File: src/rtl/rv_pkg.sv
// Shared types for the decode->execute boundary: the decoded packet that
// travels through the issue register, its control sub-fields, and the
// bypass priority constants used by the forwarding muxes.
package rv_pkg;

  // Storage width for packet addresses/immediates; stages slice to their XLEN.
  localparam int RV_MAX_XLEN = 64;
  localparam int RV_REG_W    = 5;

  // Bypass sources: index 0 is the youngest producer and wins ties.
  localparam int FWD_MAX_PORTS    = 4;
  localparam int FWD_PRIO_HIGHEST = 0;

  typedef enum logic [3:0] {
    ALU_ADD,
    ALU_SUB,
    ALU_SLL,
    ALU_SLT,
    ALU_SLTU,
    ALU_XOR,
    ALU_SRL,
    ALU_SRA,
    ALU_OR,
    ALU_AND
  } alu_ctrl_t;

  typedef enum logic [1:0] {
    RES_ALU,
    RES_MEM,
    RES_PC4,
    RES_CSR
  } res_src_t;

  // Second-operand select: immediate-I, immediate-J, or the rs2 value.
  typedef struct packed {
    logic i;
    logic j;
  } src_op2_t;

  // Result bundle produced by the downstream ALU.
  typedef struct packed {
    logic [RV_MAX_XLEN-1:0] value;
    logic                   zero;
    logic                   lt;
    logic                   ltu;
  } alu_res_t;

  typedef struct packed {
    logic [RV_REG_W-1:0]    rs1;
    logic [RV_REG_W-1:0]    rs2;
    logic [RV_REG_W-1:0]    rd;
    logic [RV_MAX_XLEN-1:0] imm_i;
    logic [RV_MAX_XLEN-1:0] imm_j;
    logic [RV_MAX_XLEN-1:0] pc;
    logic [RV_MAX_XLEN-1:0] pc_next;
    alu_ctrl_t              alu_ctrl;
    res_src_t               res_src;
    logic                   op1_src;
    src_op2_t               op2;
    logic                   reg_we;
    logic                   jal;
    logic                   jalr;
    logic                   mret;
    logic                   branch;
  } dec_pkt_t;

  // Instructions whose computed target must respect instruction alignment.
  function automatic logic is_ctrl_flow(input dec_pkt_t p);
    return p.jal | p.jalr | p.branch;
  endfunction

endpackage

File: src/rtl/rv_fwd_mux.sv
// Operand bypass selector: picks the highest-priority matching bypass source
// for one architectural register, falling back to the register file value.
// x0 always reads as zero, whatever a bypass source claims to write.
module rv_fwd_mux
  import rv_pkg::*;
#(
  parameter int XLEN      = 32,
  parameter int FWD_PORTS = 2
) (
  input  logic [RV_REG_W-1:0]           rs,
  input  logic [FWD_PORTS-1:0]          fwd_valid,
  input  logic [RV_REG_W*FWD_PORTS-1:0] fwd_rd,
  input  logic [XLEN*FWD_PORTS-1:0]     fwd_data,
  input  logic [XLEN-1:0]               reg_data,
  output logic [XLEN-1:0]               value
);

  // Walk sources from lowest to highest priority so the highest match overwrites.
  always_comb begin
    // NOTE: default assignment first so every path drives value (no latch).
    value = reg_data;
    for (int k = FWD_PORTS - 1; k >= FWD_PRIO_HIGHEST; k--) begin
      if (fwd_valid[k] && (fwd_rd[k*RV_REG_W +: RV_REG_W] == rs)) begin
        value = fwd_data[k*XLEN +: XLEN];
      end
    end
    if (rs == '0) begin
      value = '0;
    end
  end

endmodule

File: src/rtl/rv_ex_issue_reg.sv
// Decode->execute issue register. Holds one decoded beat (plus an optional
// one-entry skid) under a valid/ready handshake, and presents the execute
// stage with forwarded operands, muxed ALU inputs and the control-flow target.
// Operand/target logic is combinational off the held packet so late bypass
// data is picked up on every stall cycle.
module rv_ex_issue_reg
  import rv_pkg::*;
#(
  parameter int XLEN             = 32,
  parameter int IADDR_SPACE_BITS = 32,
  parameter int FWD_PORTS        = 2,
  parameter int SKID             = 1,
  parameter int C_EXT            = 0,
  parameter int CNT_W            = 16
) (
  input  logic                          i_clk,
  input  logic                          i_reset_n,
  input  logic                          i_flush,
  input  logic                          i_valid,
  output logic                          o_ready,
  input  dec_pkt_t                      i_pkt,
  output logic                          o_valid,
  input  logic                          i_ready,
  output dec_pkt_t                      o_pkt,
  input  logic [XLEN-1:0]               i_reg1_data,
  input  logic [XLEN-1:0]               i_reg2_data,
  input  logic [FWD_PORTS-1:0]          i_fwd_valid,
  input  logic [5*FWD_PORTS-1:0]        i_fwd_rd,
  input  logic [XLEN*FWD_PORTS-1:0]     i_fwd_data,
  input  logic [IADDR_SPACE_BITS-1:0]   i_ret_addr,
  output logic [XLEN-1:0]               o_op1,
  output logic [XLEN-1:0]               o_op2,
  output logic [XLEN-1:0]               o_reg_data1,
  output logic [XLEN-1:0]               o_reg_data2,
  output logic [IADDR_SPACE_BITS-1:0]   o_pc_target,
  output logic                          o_inst_jal_jalr,
  output logic                          o_target_misalign,
  input  logic                          i_cnt_clr,
  output logic [CNT_W-1:0]              o_stall_cnt
);

  localparam logic                        CHECK_ALIGN = (C_EXT == 0);
  localparam logic [IADDR_SPACE_BITS-1:0] JALR_MASK   = ~IADDR_SPACE_BITS'(1);

  logic accept;
  assign accept = i_valid & o_ready;

  // ---------------------------------------------------------------------------
  // Beat storage
  // ---------------------------------------------------------------------------
  if (SKID != 0) begin : g_skid
    dec_pkt_t skid_pkt;
    logic     skid_valid;

    // Ready comes straight off a flop, breaking the i_ready->o_ready path.
    assign o_ready = !skid_valid;

    // Main register refills from the skid first; skid only catches a beat
    // accepted while main is held by downstream backpressure.
    always_ff @(posedge i_clk or negedge i_reset_n) begin
      if (!i_reset_n) begin
        // NOTE: payload flops are reset too so o_pkt reads zero out of reset.
        o_valid    <= 1'b0;
        o_pkt      <= '0;
        skid_valid <= 1'b0;
        skid_pkt   <= '0;
      end else if (i_flush) begin
        o_valid    <= 1'b0;
        skid_valid <= 1'b0;
      end else if (!o_valid || i_ready) begin
        if (skid_valid) begin
          o_valid    <= 1'b1;
          o_pkt      <= skid_pkt;
          skid_valid <= 1'b0;
        end else begin
          o_valid <= accept;
          if (accept) begin
            o_pkt <= i_pkt;
          end
        end
      end else if (accept) begin
        skid_valid <= 1'b1;
        skid_pkt   <= i_pkt;
      end
    end
  end else begin : g_no_skid
    // Without a skid, the stage can take a beat whenever main will be freed.
    assign o_ready = !o_valid || i_ready;

    // Main register loads on every accepted beat.
    always_ff @(posedge i_clk or negedge i_reset_n) begin
      if (!i_reset_n) begin
        o_valid <= 1'b0;
        o_pkt   <= '0;
      end else if (i_flush) begin
        o_valid <= 1'b0;
      end else if (!o_valid || i_ready) begin
        o_valid <= accept;
        if (accept) begin
          o_pkt <= i_pkt;
        end
      end
    end
  end

  // ---------------------------------------------------------------------------
  // Backpressure statistics
  // ---------------------------------------------------------------------------

  // Saturating count of cycles a valid beat waits on downstream.
  always_ff @(posedge i_clk or negedge i_reset_n) begin
    if (!i_reset_n) begin
      // NOTE: state uses non-blocking assignment so all flops update together.
      o_stall_cnt <= '0;
    end else if (i_cnt_clr) begin
      o_stall_cnt <= '0;
    end else if (o_valid && !i_ready && (o_stall_cnt != {CNT_W{1'b1}})) begin
      o_stall_cnt <= o_stall_cnt + CNT_W'(1);
    end
  end

  // ---------------------------------------------------------------------------
  // Operand forwarding
  // ---------------------------------------------------------------------------
  logic [XLEN-1:0] fwd_rs1;
  logic [XLEN-1:0] fwd_rs2;

  rv_fwd_mux #(
    .XLEN      (XLEN),
    .FWD_PORTS (FWD_PORTS)
  ) u_fwd_rs1 (
    .rs        (o_pkt.rs1),
    .fwd_valid (i_fwd_valid),
    .fwd_rd    (i_fwd_rd),
    .fwd_data  (i_fwd_data),
    .reg_data  (i_reg1_data),
    .value     (fwd_rs1)
  );

  rv_fwd_mux #(
    .XLEN      (XLEN),
    .FWD_PORTS (FWD_PORTS)
  ) u_fwd_rs2 (
    .rs        (o_pkt.rs2),
    .fwd_valid (i_fwd_valid),
    .fwd_rd    (i_fwd_rd),
    .fwd_data  (i_fwd_data),
    .reg_data  (i_reg2_data),
    .value     (fwd_rs2)
  );

  assign o_reg_data1 = fwd_rs1;
  assign o_reg_data2 = fwd_rs2;

  // ---------------------------------------------------------------------------
  // ALU operand muxing
  // ---------------------------------------------------------------------------
  logic [IADDR_SPACE_BITS-1:0] pc_a;
  assign pc_a = o_pkt.pc[IADDR_SPACE_BITS-1:0];

  // op1 is the zero-extended pc (auipc/jal link) or rs1; op2 is an immediate or rs2.
  always_comb begin
    o_op1 = fwd_rs1;
    if (o_pkt.op1_src) begin
      o_op1 = XLEN'(pc_a);
    end
    o_op2 = fwd_rs2;
    if (o_pkt.op2.i) begin
      o_op2 = o_pkt.imm_i[XLEN-1:0];
    end else if (o_pkt.op2.j) begin
      o_op2 = o_pkt.imm_j[XLEN-1:0];
    end
  end

  // ---------------------------------------------------------------------------
  // Control-flow target
  // ---------------------------------------------------------------------------
  logic [IADDR_SPACE_BITS-1:0] jalr_target;
  logic [IADDR_SPACE_BITS-1:0] rel_target;

  assign jalr_target = (fwd_rs1[IADDR_SPACE_BITS-1:0]
                        + o_pkt.imm_i[IADDR_SPACE_BITS-1:0]) & JALR_MASK;
  assign rel_target  = pc_a + o_pkt.imm_j[IADDR_SPACE_BITS-1:0];

  // mret returns to the trap address; jalr is register-relative; the rest pc-relative.
  always_comb begin
    o_pc_target = rel_target;
    if (o_pkt.mret) begin
      o_pc_target = i_ret_addr;
    end else if (o_pkt.jalr) begin
      o_pc_target = jalr_target;
    end
  end

  assign o_inst_jal_jalr   = o_valid & (o_pkt.jal | o_pkt.jalr | o_pkt.mret);
  assign o_target_misalign = o_valid & is_ctrl_flow(o_pkt) & ~o_pkt.mret
                             & CHECK_ALIGN & o_pc_target[1];

endmodule

File: config.mk
export PLATFORM = sky130hd
export DESIGN_NAME = rv_ex_issue_reg
export DESIGN_NICKNAME = d
export VERILOG_FILES = /design/src/rtl/rv_pkg.sv /design/src/rtl/rv_fwd_mux.sv /design/src/rtl/rv_ex_issue_reg.sv
export SDC_FILE = /design/constraint.sdc
export NUM_CORES = 1
export LEC_CHECK = 0
export ABC_AREA = 1
export CAP_MARGIN = 20
export CORE_AREA = 3 3 360 362
export CTS_BUF_LIST = sky130_fd_sc_hd__clkbuf_8 sky130_fd_sc_hd__clkbuf_16
export DETAILED_ROUTE_END_ITERATION = 10
export DIE_AREA = 0 0 363 365
export GPL_TIMING_DRIVEN = 0
export PLACE_DENSITY = 0.54
export SYNTH_ARGS = -nofsm -noshare
export SYNTH_HDL_FRONTEND = slang
export SYNTH_SLANG_ARGS = --single-unit
File: constraint.sdc
create_clock -name i_clk -period 6.67 [get_ports i_clk]
set_input_delay 1.6675 -clock i_clk [delete_from_list [all_inputs] [get_ports i_clk]]
set_output_delay 1.6675 -clock i_clk [all_outputs]
set_load 0.05 [all_outputs]
### Word-level counts from Yosys, hierarchy flattened

Index checks and enable logic that the tools add are counted.
Widths: inputs -> output; s select.

* output and inout port bits: 465
* flip-flop bits (word level): 588
* bits of input ports: 463

* add/sub/neg operators: 3
* reduce and logical (&&, ||, !) cells: 18
* multiplexer cells: 21
* equal/unequal tests: 5
* bitwise gates (word level): 11

Operators with widths (number)
* $mux 285: 2
* $mux 32: 11
* $add 32x32->32: 2
* $mux 16: 2
* $eq 5x5->1: 4
* $add 16x1->16 const B: 1
* $ne 16x16->1 const B: 1
* $logic_not 5->1: 2
* $logic_and 1x1->1: 6
* $mux 1: 6
* $reduce_and 3->1: 2
* $reduce_bool 2->1: 3
* $and 1x1->1: 5
* $logic_not 1->1: 3
* $not 1->1: 3
* $or 1x1->1: 3
* $reduce_bool 3->1: 1
* $logic_or 1x1->1: 1

### Longest topological paths before layout

Gate-level depths: netlist (run 1).

* depth in word-level cells: 9
* depth in mapped cells: 28
* mapped depth without buffers: 27

### Cells and area by module

A second synthesis (run 1) with hierarchy kept.

* cell total of the unflattened synthesis: 4806
* area, all modules: 34137.7 um^2

Modules (own cells, without submodules)
* rv_ex_issue_reg: area each 31415.1 um^2, cells an instance 4210, instances 1, sequential area each 14714.1 um^2
* rv_fwd_mux: area each 1361.3 um^2, cells an instance 298, instances 2, sequential area each 0.0 um^2

### Worst setup path after synthesis (run 1)

Ideal clock, no wire load.

* path type: input to output
* start point: input port i_fwd_rd[2]
* end point: output port o_pc_target[16]
* slack: -0.212 ns
* arrival time: 5.215 ns
* stages: 24
* cell sequence: inv_1 > nand2_1 > nand2_1 > nor2_1 > nand3_2 > clkinv_1 > clkbuf_1 > a21oi_1 > o21ai_0 > inv_1 > fa_1 > nand2_1 > o21ai_1 > nand2_1 > nand2_2 > a21oi_2 > inv_2 > nand2_1 > nand2_1 > nand2_1 > nand3_1 > a21oi_1 > o21ai_0 > a31oi_1

* word-level cells in the longest chain between the ends: 7

Ends and longest elaborated chain
* start: declaration: RTL line rv_ex_issue_reg.sv:28 `input logic [5*FWD_PORTS-1:0] i_fwd_rd,`
* $eq 5x5->1: RTL line rv_fwd_mux.sv:23 `if (fwd_valid[k] && (fwd_rd[k*RV_REG_W +: RV_REG_W] == rs)) begin`
* $logic_and 1x1->1: RTL line rv_fwd_mux.sv:23
* $mux 32: RTL line rv_fwd_mux.sv:23
* $mux 32: RTL line rv_fwd_mux.sv:27 `if (rs == '0) begin`
* net o_reg_data1[1]: RTL line rv_ex_issue_reg.sv:33 `output logic [XLEN-1:0] o_reg_data1,`
* $add 32x32->32: RTL line rv_ex_issue_reg.sv:182 `+ o_pkt.imm_i[IADDR_SPACE_BITS-1:0]) & JALR_MASK;`
* $mux 32: RTL line rv_ex_issue_reg.sv:190 `end else if (o_pkt.jalr) begin`
* $mux 32: RTL line rv_ex_issue_reg.sv:188 `if (o_pkt.mret) begin`
* end: declaration: RTL line rv_ex_issue_reg.sv:35 `output logic [IADDR_SPACE_BITS-1:0] o_pc_target,`

The timed path passes the listed nets, and every way through them passes these cells.

### Worst setup path in the final report (run 1)

* start point: input port i_fwd_rd[0]
* end point: output port o_pc_target[28]

* word-level cells in the longest chain between the ends: 7

Ends and longest elaborated chain (RTL line)
* $eq 5x5->1: rv_fwd_mux.sv:23
* $logic_and 1x1->1: rv_fwd_mux.sv:23
* $mux 32: rv_fwd_mux.sv:23
* $mux 32: rv_fwd_mux.sv:27
* $add 32x32->32: rv_ex_issue_reg.sv:182
* $mux 32: rv_ex_issue_reg.sv:190
* $mux 32: rv_ex_issue_reg.sv:188

No other way between the ends.

==> flow_summary.ini, run 1 <==
[yosys]
synth_area_mm2 = 0.03166
syn_area_per_cell_um2 = 7.449
yosysSeqAreaShare = 0.4648
synth_top_cell_by_area = dfrtp_1
ys_types = 60
synth-edff-count = 0
synth.top_cell.area_share = 0.4648
synth_area_leaders = dfrtp_1 46%, o21ai_0 15%, nand2_1 13%
synth_warnings = 0
synth-seq-cells = 588
syn_inst = 4250
synth_flop_cell = dfrtp_1
async_reset_ff_frac = 1.000
synth_nets = 4777

[power_and_ir_drop]
p_int_mw = 8.913
combPwrFrac = 0.444
pwr-share-seq = 0.299
pwr_density_cell_mw_per_mm2 = 339.9
switching_share = 0.4509
p_sw_mw = 7.320
p_clk_frac = 0.257
ir_drop_v = 0.0001767
p_leak_nw = 22.64

[sta]
fin_crit_sh = 1.023
rsz0062_at_grt = yes
worst_pin_slew_ns = 1.097
slew_violations = 0
post-route-min-period_ns = 6.822
hold_viol = 0
fmax_mhz = 146.6
worst_clock_skew_ns = 0.04321
relSlewSlack = 0.2687
finalSetupViolations = 8
fin_ws_ns = -0.1516

[global_route]
antenna_found_initial = 36
grt_pass1_wl_um = 261000
grt_max_degree = 107
grt_pass1_vias = 34270
gr-total-overflow = 0
gr-usage-all-layers = 0.2764

[cells_and_area]
layout-drive-gt1-share = 0.09793
final_common_cell = nand2_1
layout_common_cells = 1044 x nand2_1, 904 x o21ai_0, 867 x clkdlybuf4s50_1, 588 x dfrtp_1, 586 x inv_1
finish.net_count = 5888
utilization = 0.3760
area_delta_synth_final_pct = 50.86
fill_cells = 13285
fin_cells = 7105
final_cell_area_mm2 = 0.04776

[cts]
clk_path_buf_depth = 3
numCtsBuffers = 75
cts_tree = done
clk_pin_slew_ns = 0.06
clkLatencyLatePin_ns = 0.64
htreeDepth = 3
cts_sinks = 588
hold_buffers = 0
cts-root-buf = clkbuf_16

[place]
dp.cells = 6871
place_ws_ns = -2.847
port_buffers = 927
dpl_cell_area_mm2 = 0.04349
gp_congestion = 0.9624
dpl.hpwl_um = 155800

[outcome]
violations = negative setup slack
outcome = complete, but fails checks

[setup_path]
crit_type = in -> out
worstSetupEndpointType = output pin
crit_arrival_ns = 5.15
reg2reg_from = g_skid.skid_valid
endpoint = o_pc_target[28]
worstSetupStartpoint = i_fwd_rd[0]
cp-start-kind = primary input
timing.rr.end = o_pkt[143]
cp_data_required_time_ns = 5.00
r2r_cells = 8
cp_common_cell = nand2_2
slowest_delay_ns = 0.40
worst-path-max-fanout = 5
cp_slowest_cell = nor4_4
reg2reg_slack_ns = 3.13

[detailed_routing]
ant_nets = 0
drc_errors = 0
via_count = 35255
wirelength_um = 190500
via_per_inst = 4.962
first_iter_violations = 3126
wire_per_inst_um = 26.82
drtPass1Iterations = 6

[die]
io_pins = 928
rows = 131
dieArea_mm2 = 0.1325
dieWidth_um = 363
start_util = 0.2492
core_area_mm2 = 0.1270
fp.dieH_um = 365

[worst_hold_path]
min_path_type = reg -> reg
worstHoldStart = g_skid.skid_pkt[93]

[flow_run]
drv_cap = 0
Yosys cell counts (2+ instances only):
cell type,number
a211oi_1,3
a21o_1,7
a21oi_1,212
a21oi_2,3
a221oi_2,2
a31oi_1,18
buf_1,6
buf_2,8
buf_4,3
clkbuf_1,235
clkinv_1,2
dfrtp_1,588
fa_1,2
ha_1,62
inv_1,584
inv_2,11
nand2_1,1081
nand2_2,13
nand2_4,5
nand3_1,53
nand3_2,4
nand4_1,7
nor2_1,90
nor2_2,6
nor2_4,3
nor3_1,21
nor3_2,2
nor4_1,3
o211ai_1,84
o21a_1,7
o21ai_0,959
o21ai_1,109
o21bai_1,4
o22ai_1,4
or2_2,7
xnor2_1,6
xor2_1,13
critical path, delay by kind of cell:
kind,cells,cell delay [ns]
buffers and inverters,6,0.86
adder cells (fa/ha/maj),1,0.30
AND/OR/NAND/NOR,13,1.63
XOR/XNOR,1,0.18
AO/OA/AOI/OAI,4,0.51
per-stage QoR:
stage	TNS, ns	hold slack (ns)	power, mW
6_report	-0.4655	0.4781	16.23
3_3_place_gp	-	0.4608	11.63
3_5_place_dp	-81.93	0.4680	11.69
5_1_grt	-2.268	0.4947	16.94
2_1_floorplan	0	0.4479	8.531
4_1_cts	-0.2951	0.4815	16.20
how the worst min path moves through the flow:
stage,end,slack (ns),cells past startpoint
2_1_floorplan,g_skid.skid_pkt[100],0.45,2
3_3_place_gp,g_skid.skid_pkt[243],0.46,2
3_5_place_dp,g_skid.skid_pkt[10],0.47,2
4_1_cts,g_skid.skid_pkt[10],0.48,2
5_1_grt,g_skid.skid_pkt[273],0.49,2
6_report,g_skid.skid_pkt[93],0.48,2
sequential cells by signal, summed over array words and instances (netlist names):
register / count
g_skid.skid_pkt: 285
o_pkt: 285
o_valid: 1
g_skid.skid_valid: 1
o_stall_cnt: 16
per-layer routing:
layer / up-vias / share of wire / GRT usage
met5: - / 0.00052 / 0
met4: 16 / 0.036 / 0.09148
met3: 249 / 0.095 / 0.08673
met2: 1460 / 0.46 / 0.4471
met1: 17452 / 0.41 / 0.3496
li1: 16078 / - / -
power by group through the flow:
stage | registers [mW] | logic (mW) | clock network [mW]
final | 4.86 | 7.21 | 4.17
after global placement | 4.90 | 6.73 | 0
after global routing | 4.93 | 7.62 | 4.40
after CTS | 4.84 | 7.10 | 4.26
after floorplan | 5.69 | 2.84 | 0
after detailed placement | 4.89 | 6.80 | 0
cells by family (layout without fill, tap and decap cells):
logic type	after synthesis	in the layout	synth area share
other	0	21	0
xor gates and xnor gates	19	19	0.005256
DFF	588	588	0.4648
AOI/OAI and AO/OA	1427	1427	0.2380
adders and majority gates	64	64	0.02577
muxes	1	1	0.0003557
and+or+nand+nor	1301	1301	0.1644
buffers and inverters	850	2022	0.1015
cell type report:
| cell class | count | area (um2) | share of cell area |
|---|---|---|---|
| Antenna cell | 21 | 52.55 | 0.001100 |
| Buffer | 253 | 1167 | 0.02444 |
| Clock buffer | 91 | 2097 | 0.04391 |
| Clock inverter | 47 | 429.2 | 0.008985 |
| Inverter | 597 | 2263 | 0.04739 |
| Multi-Input combinational cell | 2812 | 14640 | 0.3065 |
| Sequential cell | 588 | 14710 | 0.3081 |
| Tap cell | 1662 | 2079 | 0.04354 |
| Timing Repair Buffer | 1033 | 10300 | 0.2158 |
| Timing Repair inverter | 1 | 16.27 | 0.0003406 |
what timing repair did:
item / CTS / global route
endpoints found under the setup margin: 101 / 45
pin swaps: 61 / 47
gates cloned: 6 / 0
setup buffers: 55 / 13
gates resized for setup: 469 / 107
endpoints found under the hold margin: 0 / 0
(Power assumes the default switching activity.)
==> run 2, diff against run 1 <==
--- a/config.mk
+++ b/config.mk
@@ -9,6 +9,7 @@
 export CAP_MARGIN = 20
 export CORE_AREA = 3 3 360 362
 export CTS_BUF_LIST = sky130_fd_sc_hd__clkbuf_8 sky130_fd_sc_hd__clkbuf_16
+export CTS_CLUSTER_DIAMETER = 60
 export DETAILED_ROUTE_END_ITERATION = 10
 export DIE_AREA = 0 0 363 365
 export GPL_TIMING_DRIVEN = 0
==> run 2 against run 1 <==
  * The run still ends with negative setup slack left
  * Sequential power about the same
  * Clock power up 5.5%
  * Setup slack better by 0.027 ns
  * Critical path depth unchanged
  * Routed wire length up 0.12%
  * Critical endpoint is now o_pc_target[26]
  * Largest cell class is now multi-input gates
  * Highest routed layer unchanged
==> flow_summary.ini, run 2 (synthesis gave the netlist of run 1 again) <==
[sta]
fin_ws_ns = -0.1242
relSlewSlack = 0.2353
hold_viol = 0
fmax_mhz = 147.2
slew_violations = 0
finalSetupViolations = 4
worst_clock_skew_ns = 0.05959
post-route-min-period_ns = 6.794
worst_pin_slew_ns = 1.147
rsz0062_at_grt = yes
fin_crit_sh = 1.019

[die]
fp.dieH_um = 365
io_pins = 928
dieArea_mm2 = 0.1325
start_util = 0.2492
rows = 131
dieWidth_um = 363
core_area_mm2 = 0.1270

[cts]
clk_path_buf_depth = 3
numCtsBuffers = 80
cts-root-buf = clkbuf_16
cts_sinks = 588
clkLatencyLatePin_ns = 0.66
hold_buffers = 0
htreeDepth = 3
cts_tree = done
clk_pin_slew_ns = 0.05

[setup_path]
r2r_cells = 8
slowest_delay_ns = 0.29
worst-path-max-fanout = 6
worstSetupEndpointType = output pin
crit_type = in -> out
cp_slowest_cell = o21ai_4
crit_arrival_ns = 5.13
cp-start-kind = primary input
reg2reg_from = g_skid.skid_valid
timing.rr.end = o_pkt[143]
cp_data_required_time_ns = 5.00
reg2reg_slack_ns = 3.13

[worst_hold_path]
min_path_type = reg -> reg
whs_endpoint = g_skid.skid_pkt[195]
worstHoldStart = g_skid.skid_pkt[195]
whs_path_depth = 2

[power_and_ir_drop]
p_leak_nw = 22.89
ir_drop_v = 0.0001790
switching_share = 0.4473
combPwrFrac = 0.440
pwr-share-seq = 0.293
p_int_mw = 9.145
pwr_density_cell_mw_per_mm2 = 341.8
p_sw_mw = 7.402
power_mw = 16.55
p_clk_frac = 0.266

[global_route]
gr-usage-all-layers = 0.2762
grt_max_degree = 107
antenna_found_initial = 38
grt_pass1_vias = 34249
grt_pass1_wl_um = 260700
gr-total-overflow = 0

[detailed_routing]
ant_nets = 0
via_count = 35243
drtPass1Iterations = 6
first_iter_violations = 3043
wire_per_inst_um = 26.75
via_per_inst = 4.942
wirelength_um = 190800
drc_errors = 0

[cells_and_area]
utilization = 0.3811
area_delta_synth_final_pct = 52.93
layout-drive-gt1-share = 0.1103
top_regs = g_skid.skid_pkt (285), o_pkt (285), o_stall_cnt (16)
finish.net_count = 5912
final_common_cell = nand2_1
layout_common_cells = 1032 x nand2_1, 897 x o21ai_0, 868 x clkdlybuf4s50_1, 588 x dfrtp_1, 567 x inv_1

[place]
port_buffers = 927
dpl.hpwl_um = 155800
gp_congestion = 0.9624

[flow_run]
drv_cap = 0

[outcome]
violations = negative setup slack
outcome = complete, but fails checks
run 2: cell count changes in the layout (fill, tap and decap cells not counted), sizes merged, moves of 3 or more:
cell	change
buf	+21
clkbuf	+3
clkinv	+6
inv	-6
run 2: critical path, delay by kind of cell:
kind | cells | cell delay [ns]
buffers and inverters | 8 | 1.00
AOI/OAI and AO/OA | 6 | 1.09
adders and majority gates | 1 | 0.26
and+or+nand+nor | 10 | 1.08
run 2: how the worst max path moves through the flow:
| stage | slack, ns | end | cells past startpoint | from |
|---|---|---|---|---|
| 6_report | -0.12 | o_pc_target[26] | 25 | i_fwd_rd[7] |
| 5_1_grt | -0.24 | o_pc_target[28] | 26 | i_fwd_rd[9] |
| 4_1_cts | -0.13 | o_pc_target[28] | 28 | i_fwd_rd[7] |
| 3_5_place_dp | -2.85 | o_pc_target[28] | 25 | i_fwd_rd[7] |
| 3_3_place_gp | -24.63 | g_skid.skid_pkt[93] | 1 | i_reset_n |
| 2_1_floorplan | 0.01 | o_pc_target[12] | 22 | i_fwd_rd[2] |
run 2: per-stage QoR:
| step | setup TNS (ns) | cell area (um2) | hold slack (ns) | cells | worst slack [ns] |
|---|---|---|---|---|---|
| 2_1_floorplan | 0 | 31680 | 0.4479 | 4250 | 0.01041 |
| 3_3_place_gp | - | 43040 | 0.4608 | 6839 | -24.63 |
| 3_5_place_dp | -81.93 | 43490 | 0.4680 | 6871 | -2.847 |
| 4_1_cts | -0.2952 | 47640 | 0.4822 | 7076 | -0.1299 |
| 5_1_grt | -1.416 | 48370 | 0.4948 | 7114 | -0.2419 |
| 6_report | -0.2567 | 48420 | 0.4793 | 7131 | -0.1242 |
run 2: final cells by class:
type | count | area, um2
tap | 1662 | 2079
clock buffer | 95 | 2220
clock inverter | 49 | 519.2
multi-input combinational | 2812 | 14840
inverter | 597 | 2278
antenna | 22 | 55.05
fill | 13209 | 78610
sequential | 588 | 14710
timing repair buffer | 1052 | 10510
timing repair inverter | 1 | 16.27
buffer | 253 | 1189
run 2: repair_timing:
action	in CTS	in global routing
gates cloned	6	3
gates resized for setup	469	184
setup buffers	55	30
pin swaps	61	78
setup endpoints to repair	101	46
run 2: routing by layer:
| metal | global-route usage | part of all wire | vias up |
|---|---|---|---|
| met5 | 0 | 0.00064 | - |
| met3 | 0.09068 | 0.092 | 261 |
| li1 | - | - | 16142 |
| met2 | 0.4453 | 0.46 | 1423 |
| met4 | 0.09324 | 0.038 | 18 |
| met1 | 0.3473 | 0.41 | 17399 |
run 2: power groups by stage:
stage | Combinational, mW | Clock (mW) | Sequential (mW)
finish | 7.29 | 4.40 | 4.86
global route | 7.70 | 4.64 | 4.93
CTS | 7.10 | 4.49 | 4.84
detailed placement | 6.80 | 0 | 4.89
global placement | 6.73 | 0 | 4.90
floorplan | 2.84 | 0 | 5.69
